### config.mk
export PLATFORM = sky130hd
export DESIGN_NAME = keypad_scanner
export DESIGN_NICKNAME = d
export VERILOG_FILES = /design/src/rtl/keypad_pkg.sv /design/src/rtl/keypad_debounce.sv /design/src/rtl/keypad_scanner.sv
export SDC_FILE = /design/constraint.sdc
export NUM_CORES = 1
export LEC_CHECK = 0
export BUFFER_PORTS_ARGS = -buffer_cell sky130_fd_sc_hd__buf_2
export CORE_ASPECT_RATIO = 0.8
export CORE_MARGIN = 8
export CORE_UTILIZATION = 53
export CTS_BUF_LIST = sky130_fd_sc_hd__clkbuf_8
export DETAILED_ROUTE_END_ITERATION = 10
export GPL_ROUTABILITY_DRIVEN = 1
export PLACE_DENSITY_LB_ADDON = 0.1
export SETUP_SLACK_MARGIN = 0.4
export SKIP_CTS_REPAIR_TIMING = 1
export SLEW_MARGIN = 20
export SYNTH_ARGS = -nofsm -noshare
export SYNTH_HDL_FRONTEND = slang
export SYNTH_SLANG_ARGS = --single-unit
### constraint.sdc
create_clock -name clk -period 16.5 [get_ports clk]
set_clock_uncertainty 0.15 [all_clocks]
set_input_delay 0.825 -clock clk [delete_from_list [all_inputs] [get_ports clk]]
set_output_delay 0.825 -clock clk [all_outputs]
set_load 0.1 [all_outputs]
### src/rtl/keypad_pkg.sv
// Shared types and constants for the 4x4 keypad scanner.
package keypad_pkg;

  localparam int KP_ROWS = 4;
  localparam int KP_COLS = 4;
  localparam int KP_KEYS = KP_ROWS * KP_COLS;

  // Debounce state machine states.
  typedef enum logic [1:0] {
    IDLE,
    PRESS_DB,
    HELD,
    REL_DB
  } db_state_e;

  // Classification of one complete scan frame.
  typedef enum logic [1:0] {
    NONE,
    SINGLE,
    MULTI
  } frame_class_e;

endpackage

### src/rtl/keypad_debounce.sv
// Frame-rate debounce: accepts a key after DEBOUNCE_FRAMES identical
// single-key frames and releases it after as many frames without it.
module keypad_debounce
  import keypad_pkg::*;
#(
  parameter int DEBOUNCE_FRAMES = 4
) (
  input  logic         clk,
  input  logic         rst_n,
  input  logic         frame_done,
  input  frame_class_e frame_class,
  input  logic [3:0]   frame_code,
  output logic         accept,
  output logic [3:0]   accept_code,
  output logic         held
);

  localparam int CW = $clog2(DEBOUNCE_FRAMES + 1);
  localparam logic [CW-1:0] CNT_ONE = CW'(1);
  localparam logic [CW-1:0] CNT_MAX = CW'(DEBOUNCE_FRAMES);

  db_state_e     state_q;
  logic [3:0]    cand_q;
  logic [CW-1:0] cnt_q;
  logic          accept_q;
  logic          held_q;

  logic          same_single;
  logic [CW-1:0] cnt_inc;

  assign same_single = (frame_class == SINGLE) && (frame_code == cand_q);
  assign cnt_inc     = cnt_q + CNT_ONE;

  // Debounce FSM, advanced once per closed frame; accept is a one-cycle pulse.
  always_ff @(posedge clk or negedge rst_n) begin
    if (!rst_n) begin
      state_q  <= IDLE;
      cand_q   <= '0;
      cnt_q    <= '0;
      accept_q <= 1'b0;
      held_q   <= 1'b0;
    end else begin
      accept_q <= 1'b0;
      if (frame_done) begin
        unique case (state_q)
          IDLE: begin
            if (frame_class == SINGLE) begin
              cand_q <= frame_code;
              cnt_q  <= CNT_ONE;
              if (CNT_ONE == CNT_MAX) begin
                state_q  <= HELD;
                accept_q <= 1'b1;
                held_q   <= 1'b1;
              end else begin
                state_q <= PRESS_DB;
              end
            end
          end
          PRESS_DB: begin
            if (same_single) begin
              cnt_q <= cnt_inc;
              if (cnt_inc == CNT_MAX) begin
                state_q  <= HELD;
                accept_q <= 1'b1;
                held_q   <= 1'b1;
              end
            end else if (frame_class == SINGLE) begin
              // a different key: restart the count on the new candidate
              cand_q <= frame_code;
              cnt_q  <= CNT_ONE;
            end else begin
              state_q <= IDLE;
            end
          end
          HELD: begin
            if (!same_single) begin
              cnt_q <= CNT_ONE;
              if (CNT_ONE == CNT_MAX) begin
                state_q <= IDLE;
                held_q  <= 1'b0;
              end else begin
                state_q <= REL_DB;
              end
            end
          end
          REL_DB: begin
            if (same_single) begin
              state_q <= HELD;
            end else begin
              cnt_q <= cnt_inc;
              if (cnt_inc == CNT_MAX) begin
                state_q <= IDLE;
                held_q  <= 1'b0;
              end
            end
          end
          default: state_q <= IDLE;
        endcase
      end
    end
  end

  assign accept      = accept_q;
  assign accept_code = cand_q;
  assign held        = held_q;

endmodule

### src/rtl/keypad_scanner.sv
// 4x4 keypad scanner: row strobe drive, column sync, frame assembly and
// classification, and a single-entry valid/ack key buffer.
module keypad_scanner
  import keypad_pkg::*;
#(
  parameter int SCAN_DIV        = 5000,
  parameter int DEBOUNCE_FRAMES = 4
) (
  input  logic               clk,
  input  logic               rst_n,
  output logic [KP_ROWS-1:0] kp_row,
  input  logic [KP_COLS-1:0] kp_col,
  output logic [3:0]         key_code,
  output logic               key_valid,
  input  logic               key_ack,
  output logic               key_down,
  output logic               overflow
);

  localparam int DW = $clog2(SCAN_DIV);
  localparam logic [DW-1:0] DIV_LAST = DW'(SCAN_DIV - 1);

  logic [DW-1:0]        div_cnt_q;
  logic [1:0]           row_sel_q;
  logic [KP_ROWS-1:0]   kp_row_q;
  logic [KP_COLS-1:0]   col_meta_q;
  logic [KP_COLS-1:0]   col_sync_q;
  logic [KP_KEYS-1:0]   frame_q;
  logic [3:0]           key_code_q;
  logic                 key_valid_q;
  logic                 overflow_q;

  logic [KP_COLS-1:0]   col_act;
  logic                 sample_en;
  logic                 frame_done;
  logic [KP_KEYS-1:0]   frame_now;
  logic [4:0]           ones;
  logic [3:0]           frame_code;
  frame_class_e         frame_class;
  logic                 accept;
  logic [3:0]           accept_code;
  logic                 held;

  assign col_act    = ~col_sync_q;
  assign sample_en  = (div_cnt_q == DIV_LAST);
  assign frame_done = sample_en && (row_sel_q == 2'd3);

  // Row period divider and registered one-cold row strobe.
  always_ff @(posedge clk or negedge rst_n) begin
    if (!rst_n) begin
      div_cnt_q <= '0;
      row_sel_q <= 2'd0;
      kp_row_q  <= 4'b1110;
    end else if (sample_en) begin
      div_cnt_q <= '0;
      row_sel_q <= row_sel_q + 2'd1;
      kp_row_q  <= ~(4'b0001 << (row_sel_q + 2'd1));
    end else begin
      div_cnt_q <= div_cnt_q + DW'(1);
    end
  end

  // Two-flop synchronizer for the asynchronous column inputs (idle high).
  always_ff @(posedge clk or negedge rst_n) begin
    if (!rst_n) begin
      col_meta_q <= '1;
      col_sync_q <= '1;
    end else begin
      col_meta_q <= kp_col;
      col_sync_q <= col_meta_q;
    end
  end

  // Capture the settled columns of the current row at the end of its period.
  always_ff @(posedge clk or negedge rst_n) begin
    if (!rst_n) begin
      frame_q <= '0;
    end else if (sample_en) begin
      frame_q[{row_sel_q, 2'b00} +: KP_COLS] <= col_act;
    end
  end

  // Classify the frame including the sample being taken this cycle, so the
  // closing row does not cost an extra cycle of latency.
  always_comb begin
    frame_now = frame_q;
    frame_now[{row_sel_q, 2'b00} +: KP_COLS] = col_act;
    ones       = 5'd0;
    frame_code = 4'd0;
    for (int i = 0; i < KP_KEYS; i++) begin
      if (frame_now[i]) begin
        ones       = ones + 5'd1;
        frame_code = 4'(i);
      end
    end
    if (ones == 5'd0)      frame_class = NONE;
    else if (ones == 5'd1) frame_class = SINGLE;
    else                   frame_class = MULTI;
  end

  keypad_debounce #(
    .DEBOUNCE_FRAMES(DEBOUNCE_FRAMES)
  ) u_debounce (
    .clk        (clk),
    .rst_n      (rst_n),
    .frame_done (frame_done),
    .frame_class(frame_class),
    .frame_code (frame_code),
    .accept     (accept),
    .accept_code(accept_code),
    .held       (held)
  );

  // Single-entry key buffer; an ack in the accept cycle frees the slot.
  always_ff @(posedge clk or negedge rst_n) begin
    if (!rst_n) begin
      key_code_q  <= 4'd0;
      key_valid_q <= 1'b0;
      overflow_q  <= 1'b0;
    end else if (accept) begin
      if (!key_valid_q || key_ack) begin
        key_code_q  <= accept_code;
        key_valid_q <= 1'b1;
      end else begin
        overflow_q <= 1'b1;
      end
    end else if (key_ack) begin
      key_valid_q <= 1'b0;
    end
  end

  assign kp_row    = kp_row_q;
  assign key_code  = key_code_q;
  assign key_valid = key_valid_q;
  assign key_down  = held;
  assign overflow  = overflow_q;

endmodule
# Yosys cells after proc, flatten, opt, wreduce, memory -nomap -nowiden
# Index checks and enable logic that the tools add are counted.
# op_classes
n_bitwise	3
n_mux	63
addsub	19
reduce_logical	16
shifts	3
eq_ne	20
# op_table
operator	n
5-bit by 1-bit adder with 5-bit output, second input constant	15
5-bit 2-to-1 mux	15
4-bit 2-to-1 mux	16
2-bit 2-to-1 mux	9
16-bit bitwise mux	1
4-bit by 6-bit variable shift with 16-bit output, first input constant	1
4-bit by 6-bit indexed part select with 16-bit output	1
13-bit by 1-bit adder with 13-bit output, second input constant	1
13-bit equality test, second input constant	1
1-bit 2-to-1 mux	13
13-bit 2-to-1 mux	1
3-bit 2-to-1 mux	4
3-bit one-hot mux with 4 select lines	1
6-bit AND reduction	2
2-bit by 1-bit != test with 1-bit output, second input constant	4
2-bit != test, second input constant	4
4-bit NOT	2
2-bit one-hot mux with 4 select lines	1
4-bit one-hot mux with 2 select lines	1
2-bit equality test, second input constant	3
4-bit negation with 6-bit output	1
2-bit AND reduction	3
3-bit AND reduction	2
2-bit nonzero test	3
17 further kinds	19
# word_totals
wordCells	138
input_bits	7
ff_bits	60
out_inout_bits	11

# Depth between registers and ports, before layout
# logic_depth
ltp_word	42
mapped_depth	51
mapped_depth_nobuf	49

# By module
# A second synthesis with hierarchy kept.
# unflattened
hier_cells	516
hier_area_um2	4665.7
# modules_own_cells
mod	cells_each	n_inst	seq_area_each_um2	area_each_um2
keypad_scanner	446	1	1239.9	3980.1
keypad_debounce	70	1	275.3	685.7

# Worst setup path after synthesis
# No wires, ideal clock.
# synth_timing
path_kind	reg2reg
startpoint	register row_sel_q[0]
endpoint	register u_debounce.cand_q[2], in the netlist u_debounce.accept_code[2]
path_buffers	2
required_ns	16.222
t_arrival_ns	10.050
setup_ns	0.128
period_less_slack_ns	10.328
stages_incl_launch_ff	51
setup_slack_ns	6.172
path_cell_list	dfrtp_1 -> buf_6 -> inv_1 -> ha_1 -> buf_2 -> nor4b_1 -> nor2_1 -> ha_1 -> xnor2_1 -> ha_1 -> a21o_1 -> o211ai_1 -> inv_1 -> ha_1 -> nand2_1 -> nand2_1 -> ha_1 -> nand2_1 -> (+15 left out) -> a21oi_1 -> o21ai_0 -> ha_1 -> nor2_1 -> nor2_1 -> ha_1 -> o221a_2 -> ha_1 -> mux2_2 -> ha_1 -> mux2_2 -> ha_1 -> or3_1 -> o211ai_1 -> nand3_1 -> nor4_4 -> o21ai_2 -> mux2_1
# synth_via
elab_chain_len	41
word_cells_on_any_way	64
classes_between	16 x add/sub; 5 x eq/ne; 2 x shift; 37 x mux; 4 x reduce/logical
# synth_lines
element	line_no	text
start, declared	keypad_scanner.sv:24	logic [1:0] row_sel_q;
start signal, assigned	keypad_scanner.sv:56	row_sel_q <= row_sel_q + 2'd1;
4-bit negation with 6-bit output	keypad_scanner.sv:87	frame_now[{row_sel_q, 2'b00} +: KP_COLS] = col_act;
4-bit by 6-bit indexed part select with 16-bit output or 4-bit by 6-bit variable shift with 16-bit output (tied branches)	keypad_scanner.sv:87	
16-bit bitwise mux	keypad_scanner.sv:87	
1-bit 2-to-1 mux	keypad_scanner.sv:91	if (frame_now[i]) begin
5-bit by 1-bit adder with 5-bit output	keypad_scanner.sv:92	ones = ones + 5'd1;
5-bit 2-to-1 mux	keypad_scanner.sv:91	
5-bit by 1-bit adder with 5-bit output	keypad_scanner.sv:92	
5-bit 2-to-1 mux	keypad_scanner.sv:91	
(+25 left out)	n/a	
5-bit 2-to-1 mux	keypad_scanner.sv:91	
5-bit by 1-bit equality test with 1-bit output	keypad_scanner.sv:97	else if (ones == 5'd1) frame_class = SINGLE;
2-bit 2-to-1 mux	keypad_scanner.sv:97	
2-bit 2-to-1 mux	keypad_scanner.sv:96	if (ones == 5'd0) frame_class = NONE;
2-bit by 1-bit equality test with 1-bit output	keypad_debounce.sv:31, keypad_debounce.sv:47, keypad_debounce.sv:67	
4-bit 2-to-1 mux or 1-bit logical AND (tied branches)	keypad_debounce.sv:47, keypad_debounce.sv:67, keypad_debounce.sv:31	
4-bit 2-to-1 mux or 2-bit != test (tied branches)	n/a	
4-bit one-hot mux with 2 select lines or 3-bit AND reduction (tied branches)	n/a	
end signal, assigned	keypad_debounce.sv:48	cand_q <= frame_code;
end signal, assigned	keypad_debounce.sv:69	cand_q <= frame_code;
end, declared	keypad_debounce.sv:23	logic [3:0] cand_q;
# Several ways; a longest one is shown, not always the timed one. The select of a mux whose other input is x is not followed.
# A chain may end at the register's enable or synchronous reset.

# Worst setup path in the final report
# layout_timing
startpoint	register row_sel_q[0]
endpoint	register u_debounce.cand_q[3], in the netlist u_debounce.accept_code[3]
# The elaborated chain is that of the path after synthesis.

==> impl_metrics.env <==
export IMPL_antennaDiodeCount=0
export IMPL_first_global_vias=3548
export IMPL_power_density_nw_per_um2=65.3
export IMPL_wl_met3_um=321
export IMPL_crit_path_top_delay_cell="dfrtp_1"
export IMPL_netlist_instances=508
export IMPL_num_rows=30
export IMPL_finalSetupTns_ns=0
export IMPL_peakVddDrop_uv=49.5
export IMPL_worstHoldPathType="register to register"
export IMPL_die_w_um=119
export IMPL_path_class="register to register"
export IMPL_yosysWarningCount=0
export IMPL_finalMaxSlewViolations=0
export IMPL_fp_dieH_um=98.5
export IMPL_dieArea_um2=11700
export IMPL_status="completed"
export IMPL_fin_ws_ns=5.00
export IMPL_vias=3684
export IMPL_overflow=0
export IMPL_cts_sinks=60
export IMPL_top_layer="met4"
export IMPL_cts_buffers=9
export IMPL_fmaxAchievable_mhz=87.0
export IMPL_grt_pass1_wl_um=17600
export IMPL_clk_pin_slew_worst_paths_ns=0.07
export IMPL_avgSynthCellArea_um2=8.88
export IMPL_rsz0062_at_grt="no"
export IMPL_wl_met1_um=5460
export IMPL_drtIter0Drc=238
export IMPL_max_cap_viol_count=0
export IMPL_drive_gt1_share_pct=15.3
export IMPL_min_period_ns=11.50
export IMPL_startpoint_type="register"
export IMPL_slew_headroom_pct=34.9
export IMPL_hpwl_um=7550
export IMPL_core_area_um2=8370
export IMPL_io_pins=18
export IMPL_dr_pass1_iters=5
export IMPL_wl_per_cell_um=15.8
export IMPL_dp_slack_ns=5.14
export IMPL_hold_viol=0
export IMPL_wirelength_um=10100
export IMPL_globalplace_congestion=0.852
export IMPL_cts_path_max_buffers=2
export IMPL_critPathMaxStageDelay_ns=0.62
export IMPL_syn_nets=536
export IMPL_port_buffers=17
export IMPL_drc=0
export IMPL_clock_latency_ns=0.34
export IMPL_root_buffer="clkbuf_8"
export IMPL_leakage_uw=0.00213
export IMPL_postSynth_asyncResetShare_pct=100
export IMPL_nets=551
export IMPL_crit_fanout=13
export IMPL_finalSetupViolCount=0
export IMPL_period_share_pct=69.7
export IMPL_htreeDepth=3
export IMPL_ys_seq_elements=60
export IMPL_worstPathArrival_ns=11.57
export IMPL_cp_data_required_time_ns=16.57
export IMPL_ys_flop_type="dfrtp_1"
export IMPL_synth_area_um2=4510
export IMPL_start_util_pct=53.9
export IMPL_grt_max_degree=61
export IMPL_cts_tree="built"
export IMPL_area_growth_pct=7.90
export IMPL_wl_met2_um=4270
export IMPL_viasPerCell=5.76
export IMPL_tightest_slew_ns=0.972
export IMPL_ys_types=72
export IMPL_groute_usage_overall_pct=17.9
export IMPL_antenna_left=0
export IMPL_cpMostUsedCell="ha_1"
export IMPL_antenna_found_initial=0
export IMPL_synth_enable_flop_cells=0
export IMPL_end_kind="register"
export IMPL_yosysSeqAreaShare_pct=33.6
-- critical path: cells and delay by family (launching register included) --
family | cells | cell delay (ns)
buffers and inverters | 3 | 0.39
AND/OR/NAND/NOR | 16 | 2.60
AO/OA/AOI/OAI | 10 | 1.86
XOR/XNOR | 1 | 0.19
multiplexers | 3 | 0.90
flip-flops | 1 | 0.62
adder cells (fa/ha/maj) | 15 | 4.65
-- state kept, by name, indices dropped and copies added, names as in the netlist, 2 cells and up, named ones only --
| signal | count |
|---|---|
| row_sel_q | 2 |
| frame_q | 16 |
| kp_row | 4 |
| u_debounce.accept_code | 4 |
| col_sync_q | 4 |
| div_cnt_q | 13 |
| col_meta_q | 4 |
| u_debounce.cnt_q | 3 |
| key_code | 4 |
-- where the power goes --
| group | leakage [uW] | switching (uW) | internal, uW |
|---|---|---|---|
| logic | 0.00125 | 28.6 | 21.0 |
| clock network | 0.0000896 | 63.6 | 55.1 |
| registers | 0.000785 | 0.931 | 149 |
| total | 0.00213 | 93.1 | 225 |
-- routing by layer --
metal | global-route usage [%] | up-vias
met1 | 26.3 | 1778
met5 | 0 | -
li1 | - | 1842
met3 | 4.06 | 9
met4 | 3.88 | 0
met2 | 25.9 | 55
-- layout make-up --
| cell class | instances | area (um^2) |
|---|---|---|
| clock inverter | 7 | 52.6 |
| timing repair buffer | 21 | 115 |
| inverter | 17 | 63.8 |
| clock buffer | 9 | 124 |
| multi-input combinational | 414 | 2860 |
| tap | 112 | 140 |
| fill | 801 | 3500 |
| sequential | 60 | 1520 |
-- cells in the mapped netlist (2+ instances only) --
cell type | number | share of area (%)
nand2_1 | 72 | 6.0
dfrtp_1 | 49 | 27
nor2_1 | 40 | 3.3
xnor2_1 | 40 | 7.8
o21ai_0 | 35 | 3.9
ha_1 | 21 | 5.8
a21oi_1 | 17 | 1.9
inv_1 | 17 | 1.4
xor2_1 | 16 | 3.1
nor2b_1 | 15 | 2.1
clkbuf_1 | 13 | 1.1
nand3_1 | 13 | 1.4
a31oi_1 | 12 | 1.7
dfstp_2 | 11 | 6.4
nor3_1 | 9 | 1.0
mux2_2 | 8 | 2.0
a31o_2 | 7 | 1.4
and2_1 | 6 | 0.83
mux2i_1 | 6 | 1.3
nand2b_1 | 5 | 0.69
nand4_1 | 5 | 0.69
o211ai_1 | 5 | 0.83
and3_1 | 4 | 0.55
mux2_1 | 4 | 1.0
nor4_1 | 4 | 0.55
o21ai_1 | 4 | 0.44
o22ai_1 | 4 | 0.55
or3_1 | 4 | 0.55
a211oi_1 | 3 | 0.50
buf_2 | 3 | 0.33
nor4b_1 | 3 | 0.58
o31ai_1 | 3 | 0.50
a2111oi_2 | 2 | 0.67
a211o_1 | 2 | 0.39
a221oi_1 | 2 | 0.39
a22oi_1 | 2 | 0.33
a32o_1 | 2 | 0.44
and3b_1 | 2 | 0.39
o221a_2 | 2 | 0.50
or2_2 | 2 | 0.28
xnor2_2 | 2 | 0.72
xnor3_1 | 2 | 1.0
-- layout by cell type (no fill, tap or decap), types with 11 or more instances in the layout --
master / instances
nand3_1: 13
inv_1: 17
ha_1: 21
buf_2: 17
dfrtp_1: 49
a21oi_1: 17
a31oi_1: 12
nor2b_1: 15
nor2_1: 40
nand2_1: 72
xor2_1: 16
dfstp_2: 11
o21ai_0: 35
xnor2_1: 40
-- kinds of logic after synthesis --
kind of cell               share of synthesized area, %
and+or+nand+nor                                    22.8
AOI/OAI and AO/OA                                  16.5
xor gates and xnor gates                           13.6
DFF                                                33.6
buffers and inverters                              3.08
adders and majority gates                          6.05
muxes                                              4.33
-- final timing paths --
check,start,end,slack (ns),cells after the start
worst max register to register,row_sel_q[0],u_debounce.accept_code[3],5.00,48
max in group asynchronous,rst_n,div_cnt_q[2],15.20,2
worst min register to register,col_meta_q[1],col_sync_q[1],0.21,0
min in group asynchronous,rst_n,kp_row[0],0.48,2
worst max-delay path,row_sel_q[0],u_debounce.accept_code[3],5.00,48
worst min-delay path,col_meta_q[1],col_sync_q[1],0.21,0
-- through the flow --
step           utilization, %  hold slack (ns)  cell area [um^2]  total power, uW  std cells
3_3_place_gp             56.1            0.197              4690              200        624
3_5_place_dp             56.1            0.198              4690              202        624
5_1_grt                  58.2            0.203              4870              336        640
2_1_floorplan               -            0.195              4510              190        508
6_report                 58.2            0.205              4870              318        640
4_1_cts                  58.2            0.208              4870              322        640
No activity file was read; power rests on OpenSTA's default activity.
